--- config.mk ---
export PLATFORM = sky130hd
export DESIGN_NAME = complete_arbiter_flat
export DESIGN_NICKNAME = d
export VERILOG_FILES = /design/src/rtl/complete_arbiter_pkg.sv /design/src/rtl/complete_arbiter_if.sv /design/src/rtl/complete_arbiter_rr_multi_select.sv /design/src/rtl/complete_arbiter.sv /design/src/flat_wrapper.sv
export SDC_FILE = /design/constraint.sdc
export NUM_CORES = 2
export LEC_CHECK = 0
export CAP_MARGIN = 20
export CORE_AREA = 2 2 388 390
export DETAILED_ROUTE_END_ITERATION = 8
export DIE_AREA = 0 0 390 392
export HOLD_SLACK_MARGIN = 0.06
export SYNTH_ARGS = -nofsm -noshare
export SYNTH_HDL_FRONTEND = slang
export SYNTH_SLANG_ARGS = --single-unit
--- constraint.sdc ---
create_clock -name clock -period 10.25 [get_ports clock]
set_clock_uncertainty 0.05 [all_clocks]
set_input_delay 1.025 -clock clock [delete_from_list [all_inputs] [get_ports clock]]
set_output_delay 1.025 -clock clock [all_outputs]
set_load 0.01 [all_outputs]
--- src/rtl/complete_arbiter_pkg.sv ---
// Shared completion-packet types, lane count and arbiter helpers.
// Exports sys_defs (FU_COMPLETE_PACKET) and complete_arbiter_pkg.
`ifndef SUPERSCALAR_WAYS
`define SUPERSCALAR_WAYS 3
`endif

package sys_defs;

  localparam int SUPERSCALAR_WAYS_P = `SUPERSCALAR_WAYS;

  typedef struct packed {
    logic        valid;
    logic [5:0]  pr_idx;
    logic [4:0]  rob_idx;
    logic [31:0] dest_value;
    logic        take_branch;
    logic [31:0] target_pc;
    logic        wr_mem;
    logic [31:0] opb;
  } FU_COMPLETE_PACKET;

endpackage

package complete_arbiter_pkg;

  function automatic int ptr_w(input int n);
    return (n > 1) ? $clog2(n) : 1;
  endfunction

endpackage

--- src/rtl/complete_arbiter_if.sv ---
// FU-to-complete-stage bundle: squash, per-FU results/ready, lanes.
// master drives results and squash; slave is the arbiter.
interface complete_arbiter_if
  import sys_defs::*;
#(
  parameter int NUM_FU = 6,
  parameter int WAYS   = `SUPERSCALAR_WAYS
);

  logic                            squash;
  FU_COMPLETE_PACKET [NUM_FU-1:0]  fu_result_in;
  logic [NUM_FU-1:0]               fu_ready_out;
  FU_COMPLETE_PACKET [WAYS-1:0]    complete_fu_out;

  modport master (
    output squash,
    output fu_result_in,
    input  fu_ready_out,
    input  complete_fu_out
  );

  modport slave (
    input  squash,
    input  fu_result_in,
    output fu_ready_out,
    output complete_fu_out
  );

endinterface

--- src/rtl/complete_arbiter_rr_multi_select.sv ---
// Picks up to W requesters scanning from ptr, modulo N.
// Ports: req, ptr in; grant, sel_valid/sel_idx (scan order), next_ptr out.
module rr_multi_select #(
  parameter int N  = 6,
  parameter int W  = 3,
  parameter int PW = 3
) (
  input  logic [N-1:0]          req,
  input  logic [PW-1:0]         ptr,
  output logic [N-1:0]          grant,
  output logic [W-1:0]          sel_valid,
  output logic [W-1:0][PW-1:0]  sel_idx,
  output logic [PW-1:0]         next_ptr
);

  logic [PW:0]   jsum;
  logic [PW-1:0] j;
  int            cnt;

  always_comb begin
    grant     = '0;
    sel_valid = '0;
    sel_idx   = '0;
    next_ptr  = ptr;
    jsum      = '0;
    j         = '0;
    cnt       = 0;
    for (int k = 0; k < N; k++) begin
      // Explicit wrap so non-power-of-two N never indexes past N-1.
      jsum = {1'b0, ptr} + (PW+1)'(k);
      if (jsum >= (PW+1)'(N))
        jsum = jsum - (PW+1)'(N);
      j = jsum[PW-1:0];
      if (req[j] && cnt < W) begin
        for (int i = 0; i < N; i++)
          if (j == PW'(i))
            grant[i] = 1'b1;
        for (int l = 0; l < W; l++) begin
          if (cnt == l) begin
            sel_valid[l] = 1'b1;
            sel_idx[l]   = j;
          end
        end
        if (j == PW'(N - 1))
          next_ptr = '0;
        else
          next_ptr = j + PW'(1);
        cnt = cnt + 1;
      end
    end
  end

endmodule

--- src/rtl/complete_arbiter.sv ---
// Holds one result per FU and drains up to WAYS per cycle, round-robin.
// Ports: clock, reset_n, bus (slave: squash, fu_result_in/ready, lanes).
module complete_arbiter
  import sys_defs::*;
  import complete_arbiter_pkg::*;
#(
  parameter int NUM_FU = 6,
  parameter int WAYS   = `SUPERSCALAR_WAYS
) (
  input  logic               clock,
  input  logic               reset_n,
  complete_arbiter_if.slave  bus
);

  localparam int PW = ptr_w(NUM_FU);

  logic [NUM_FU-1:0]              hold_valid;
  FU_COMPLETE_PACKET [NUM_FU-1:0] hold_pkt;
  logic [PW-1:0]                  rr_ptr;
  FU_COMPLETE_PACKET [WAYS-1:0]   lane_q;

  logic [NUM_FU-1:0]              grant;
  logic [NUM_FU-1:0]              fu_ready;
  logic [NUM_FU-1:0]              accept;
  logic [WAYS-1:0]                sel_valid;
  logic [WAYS-1:0][PW-1:0]        sel_idx;
  logic [PW-1:0]                  next_ptr;
  FU_COMPLETE_PACKET [WAYS-1:0]   lane_d;

  rr_multi_select #(
    .N  (NUM_FU),
    .W  (WAYS),
    .PW (PW)
  ) u_sel (
    .req       (hold_valid),
    .ptr       (rr_ptr),
    .grant     (grant),
    .sel_valid (sel_valid),
    .sel_idx   (sel_idx),
    .next_ptr  (next_ptr)
  );

  // A slot being drained this cycle can take a new result at once.
  assign fu_ready = {NUM_FU{bus.squash}} | ~hold_valid | grant;
  assign bus.fu_ready_out = fu_ready;
  assign bus.complete_fu_out = lane_q;

  always_comb begin
    accept = '0;
    for (int i = 0; i < NUM_FU; i++)
      accept[i] = bus.fu_result_in[i].valid & fu_ready[i];
  end

  always_comb begin
    lane_d = '0;
    for (int k = 0; k < WAYS; k++) begin
      if (sel_valid[k]) begin
        lane_d[k]       = hold_pkt[sel_idx[k]];
        lane_d[k].valid = 1'b1;
      end
    end
  end

  always_ff @(posedge clock or negedge reset_n) begin
    if (!reset_n) begin
      hold_valid <= '0;
      hold_pkt   <= '0;
      rr_ptr     <= '0;
      lane_q     <= '0;
    end else if (bus.squash) begin
      hold_valid <= '0;
      lane_q     <= '0;
    end else begin
      for (int i = 0; i < NUM_FU; i++) begin
        if (accept[i]) begin
          hold_valid[i] <= 1'b1;
          hold_pkt[i]   <= bus.fu_result_in[i];
        end else if (grant[i]) begin
          hold_valid[i] <= 1'b0;
        end
      end
      lane_q <= lane_d;
      rr_ptr <= next_ptr;
    end
  end

endmodule

--- src/flat_wrapper.sv ---
// flat-port wrapper written by rule: the top's interface ports become plain ports
module complete_arbiter_flat import sys_defs::*; import complete_arbiter_pkg::*;
#(
  parameter int NUM_FU = 6,
  parameter int WAYS   = `SUPERSCALAR_WAYS
)
  (clock, reset_n, bus_squash, bus_fu_result_in, bus_fu_ready_out, bus_complete_fu_out);
  complete_arbiter_if #(.NUM_FU(NUM_FU), .WAYS(WAYS)) bus_i ();
  input  logic clock;
  input  logic reset_n;
  input wire logic [$bits(bus_i.squash)-1:0] bus_squash;
  input wire logic [$bits(bus_i.fu_result_in)-1:0] bus_fu_result_in;
  output wire logic [$bits(bus_i.fu_ready_out)-1:0] bus_fu_ready_out;
  output wire logic [$bits(bus_i.complete_fu_out)-1:0] bus_complete_fu_out;
  assign bus_i.squash = bus_squash;
  assign bus_i.fu_result_in = bus_fu_result_in;
  assign bus_fu_ready_out = bus_i.fu_ready_out;
  assign bus_complete_fu_out = bus_i.complete_fu_out;
  complete_arbiter #(.NUM_FU(NUM_FU), .WAYS(WAYS)) u_core (.clock(clock), .reset_n(reset_n), .bus(bus_i));
endmodule
==> results.yml <==
sta:
  worst_slew_pin_slew_ps: 1350
  slew_viol_final: 0
  maxClockFrequency_mhz: 103
  setup_viol: 0
  fin_crit_sh: 0.943
  fin_crit_ps: 9670
  finalHoldViolations: 0
  rsz0062_at_grt: "false"
  max_slew_margin: 0.101
  setup_tns_ps: 0
logic_synthesis:
  synth_top_family_by_area: "compound AO/OA/AOI/OAI gates"
  yosysTopAreaCell: "dfrtp_1"
  synth.area.mux_share: 0.195
  synthAdderAreaFrac: 0.00708
  synth_area_leaders: "dfrtp_1 (44%), mux2_2 (13%), a2111oi_0 (6.4%)"
  synth_seq_area_share: 0.445
  syn_avg_cell_area_sq_um: 11.0
  synth_top_area_frac: 0.445
  synthXorXnorAreaFrac: 0.00141
  ys.flop_type: "dfrtp_1"
  yosys_warnings: 0
  synth-edff-count: 0
  synthesis.area_sq_mm: 0.0559
  synth_cell_type_count: 75
  synth-simple-area-share: 0.0442
  syn-instance-count: 5089
  synth_compound_area_frac: 0.246
  async_flop_share: 1.00
  synth_seq_cells: 993
critical_path:
  r2r_start: "u_core.rr_ptr[1]$_DFFE_PN0P_"
  worstSetupPathType: "reg -> out"
  critPathCaptureType: "output pin"
  cp.required_ps: 9180
  arrival_ps: 8590
  reg2reg_depth: 25
  crit-reg2reg-capture: "u_core.bus.complete_fu_out[294]$_DFF_PN0_"
  reg2reg_slack_ps: 1270
  cp_max_fo: 20
  startpoint_type: "register"
grt:
  grt_util_met3: 0.0800
  global_route.usage.met1: 0.439
  grt_busiest_layer: "met2"
  grt_antenna_before_repair: 37
  grt_overflow: 0
  grt_pass1_vias: 49361
  track_usage: 0.331
  grt_pass1_wl_um: 372000
  grt_max_degree: 152
  met2_usage: 0.502
routing:
  ant_nets: 0
  drt-total-wl_um: 264000
  drt_drc_violations_left: 0
  drtIter0Drc: 6307
  firstDrtPassIters: 6
  wl_per_cell_um: 33.6
  num_vias: 51085
  viasPerCell: 6.51
layout:
  n_fill_cell: 13399
  final_common_cell: "clkdlybuf4s50_1"
  area.sequential_sq_mm: 0.0248
  fin_nets: 6484
  multi_input_area_sq_mm: 0.0279
  syn2layout_area_growth_pct: 28.7
  layout-drive-gt1-share: 0.176
  layout_common_cells: "clkdlybuf4s50_1 (997), dfrtp_1 (993), mux2_2 (652)"
clocking:
  h-tree-depth: 3
  ctsHoldBuffers: 0
  root_buffer: "clkbuf_16"
  cts_tree: "done"
  cts.path.max_buffers: 3
  numCtsBuffers: 111
  cts.sinks: 993
  insertion_delay_ps: 750
  post_cts_resize_count: 0
  postCtsSetupBuffers: 0
  path_clk_slew_ps: 60
floorplan:
  die_area_sq_mm: 0.153
  die_y_um: 392
  core_region_area_sq_mm: 0.149
  io_pins: 999
  rows: 142
  start_util: 0.375
  die_w_um: 390
run:
  max-cap-violations: 0
hold_path:
  hold_path_class: "in -> async"
place:
  dp_hpwl_um: 166000
  gp_congestion: 0.948
  io_buffers: 998
outcome:
  run_status: "finished clean"
## metal layers
layer,share of wire,up-vias,wire length (um)
met3,0.098,750,25900
met4,0.059,44,15500
met1,0.40,25845,106000
met2,0.44,3496,116000
met5,0.0010,-,270
li1,-,20950,-
## worst max-delay path: stages (launching register included)
cell and delay (ps):
dfrtp_1 480, inv_1 200, ha_1 730, inv_1 290, a2bb2oi_1 360, a21oi_1 140, nand2_1 290, fa_1 690
ha_1 310, a221oi_2 390, nand2_1 350, nor2_1 180, a21oi_1 90, ha_1 250, inv_1 60, ha_1 360
inv_1 150, nor3b_1 580, a41o_1 360, a2111oi_2 110, o31ai_1 600, nand3_1 280, clkdlybuf4s50_1 560
## flip-flops by register name (all words and copies together) (netlist names)
name / flops
u_core.rr_ptr: 3
u_core.hold_valid: 6
u_core.hold_pkt: 654
u_core.bus.complete_fu_out: 330
## Yosys cell counts, drive strengths merged, types with 4 or more instances
| master | count |
|---|---|
| nand4 | 4 |
| nand3 | 26 |
| nand2b | 6 |
| a211oi | 446 |
| clkbuf | 311 |
| nor2 | 30 |
| a31o | 4 |
| and2 | 229 |
| buf | 235 |
| inv | 250 |
| nor3 | 10 |
| o41ai | 109 |
| o21a | 221 |
| a21oi | 250 |
| a21boi | 114 |
| o31ai | 5 |
| mux2i | 334 |
| o22ai | 6 |
| nand2 | 147 |
| a221oi | 112 |
| dfrtp | 993 |
| o211ai | 6 |
| a2111oi | 439 |
| mux2 | 663 |
| xnor2 | 7 |
| o2111ai | 6 |
| a21o | 9 |
| o21ai | 22 |
| a31oi | 13 |
| ha | 30 |
## cell type report
cell class	count	area share
multi-input cells	3301	0.388
flip-flops and latches	993	0.346
repair buffers	1133	0.163
clock buffers	152	0.0441
well taps	1944	0.0338
inverters	250	0.0131
clock inverters	57	0.0115
diodes	16	0.000557
## kinds of logic after synthesis
kind of cell | after synthesis
AO/OA/AOI/OAI | 1790
XOR/XNOR | 9
adder cells (fa/ha/maj) | 31
buffers and inverters | 796
flip-flops | 993
multiplexers | 999
other | 1
AND/OR/NAND/NOR | 470
## worst max-delay path by stage
stage / endpoint / depth (start not counted) / start / slack, ps
2_1_floorplan: bus_fu_ready_out[1] / 31 / u_core.rr_ptr[0]$_DFFE_PN0P_ / 2630
5_1_grt: bus_fu_ready_out[5] / 24 / u_core.rr_ptr[1]$_DFFE_PN0P_ / 70
3_5_place_dp: u_core.bus.complete_fu_out[39]$_DFF_PN0_ / 23 / u_core.rr_ptr[1]$_DFFE_PN0P_ / 1430
6_report: bus_fu_ready_out[5] / 22 / u_core.rr_ptr[1]$_DFFE_PN0P_ / 580
3_3_place_gp: u_core.bus.complete_fu_out[39]$_DFF_PN0_ / 22 / u_core.rr_ptr[1]$_DFFE_PN0P_ / 1440
4_1_cts: bus_fu_ready_out[5] / 22 / u_core.rr_ptr[1]$_DFFE_PN0P_ / 700
## stage by stage
step | util | setup WS, ps | hold slack, ps | instances | instance area, sq um
after floorplan | - | 2630 | 458 | 5090 | 55900
after global placement | 0.455 | 1440 | 481 | 7619 | 67800
after detailed placement | 0.455 | 1430 | 488 | 7619 | 67800
after CTS | 0.482 | 700 | 179 | 7828 | 71800
after global routing | 0.483 | 74.9 | 210 | 7841 | 71900
final | 0.483 | 584 | 167 | 7846 | 71900
Power is left out: the tool's default activity adds up to more than one toggle a clock period on the data nets, which glitch-free logic cannot reach.
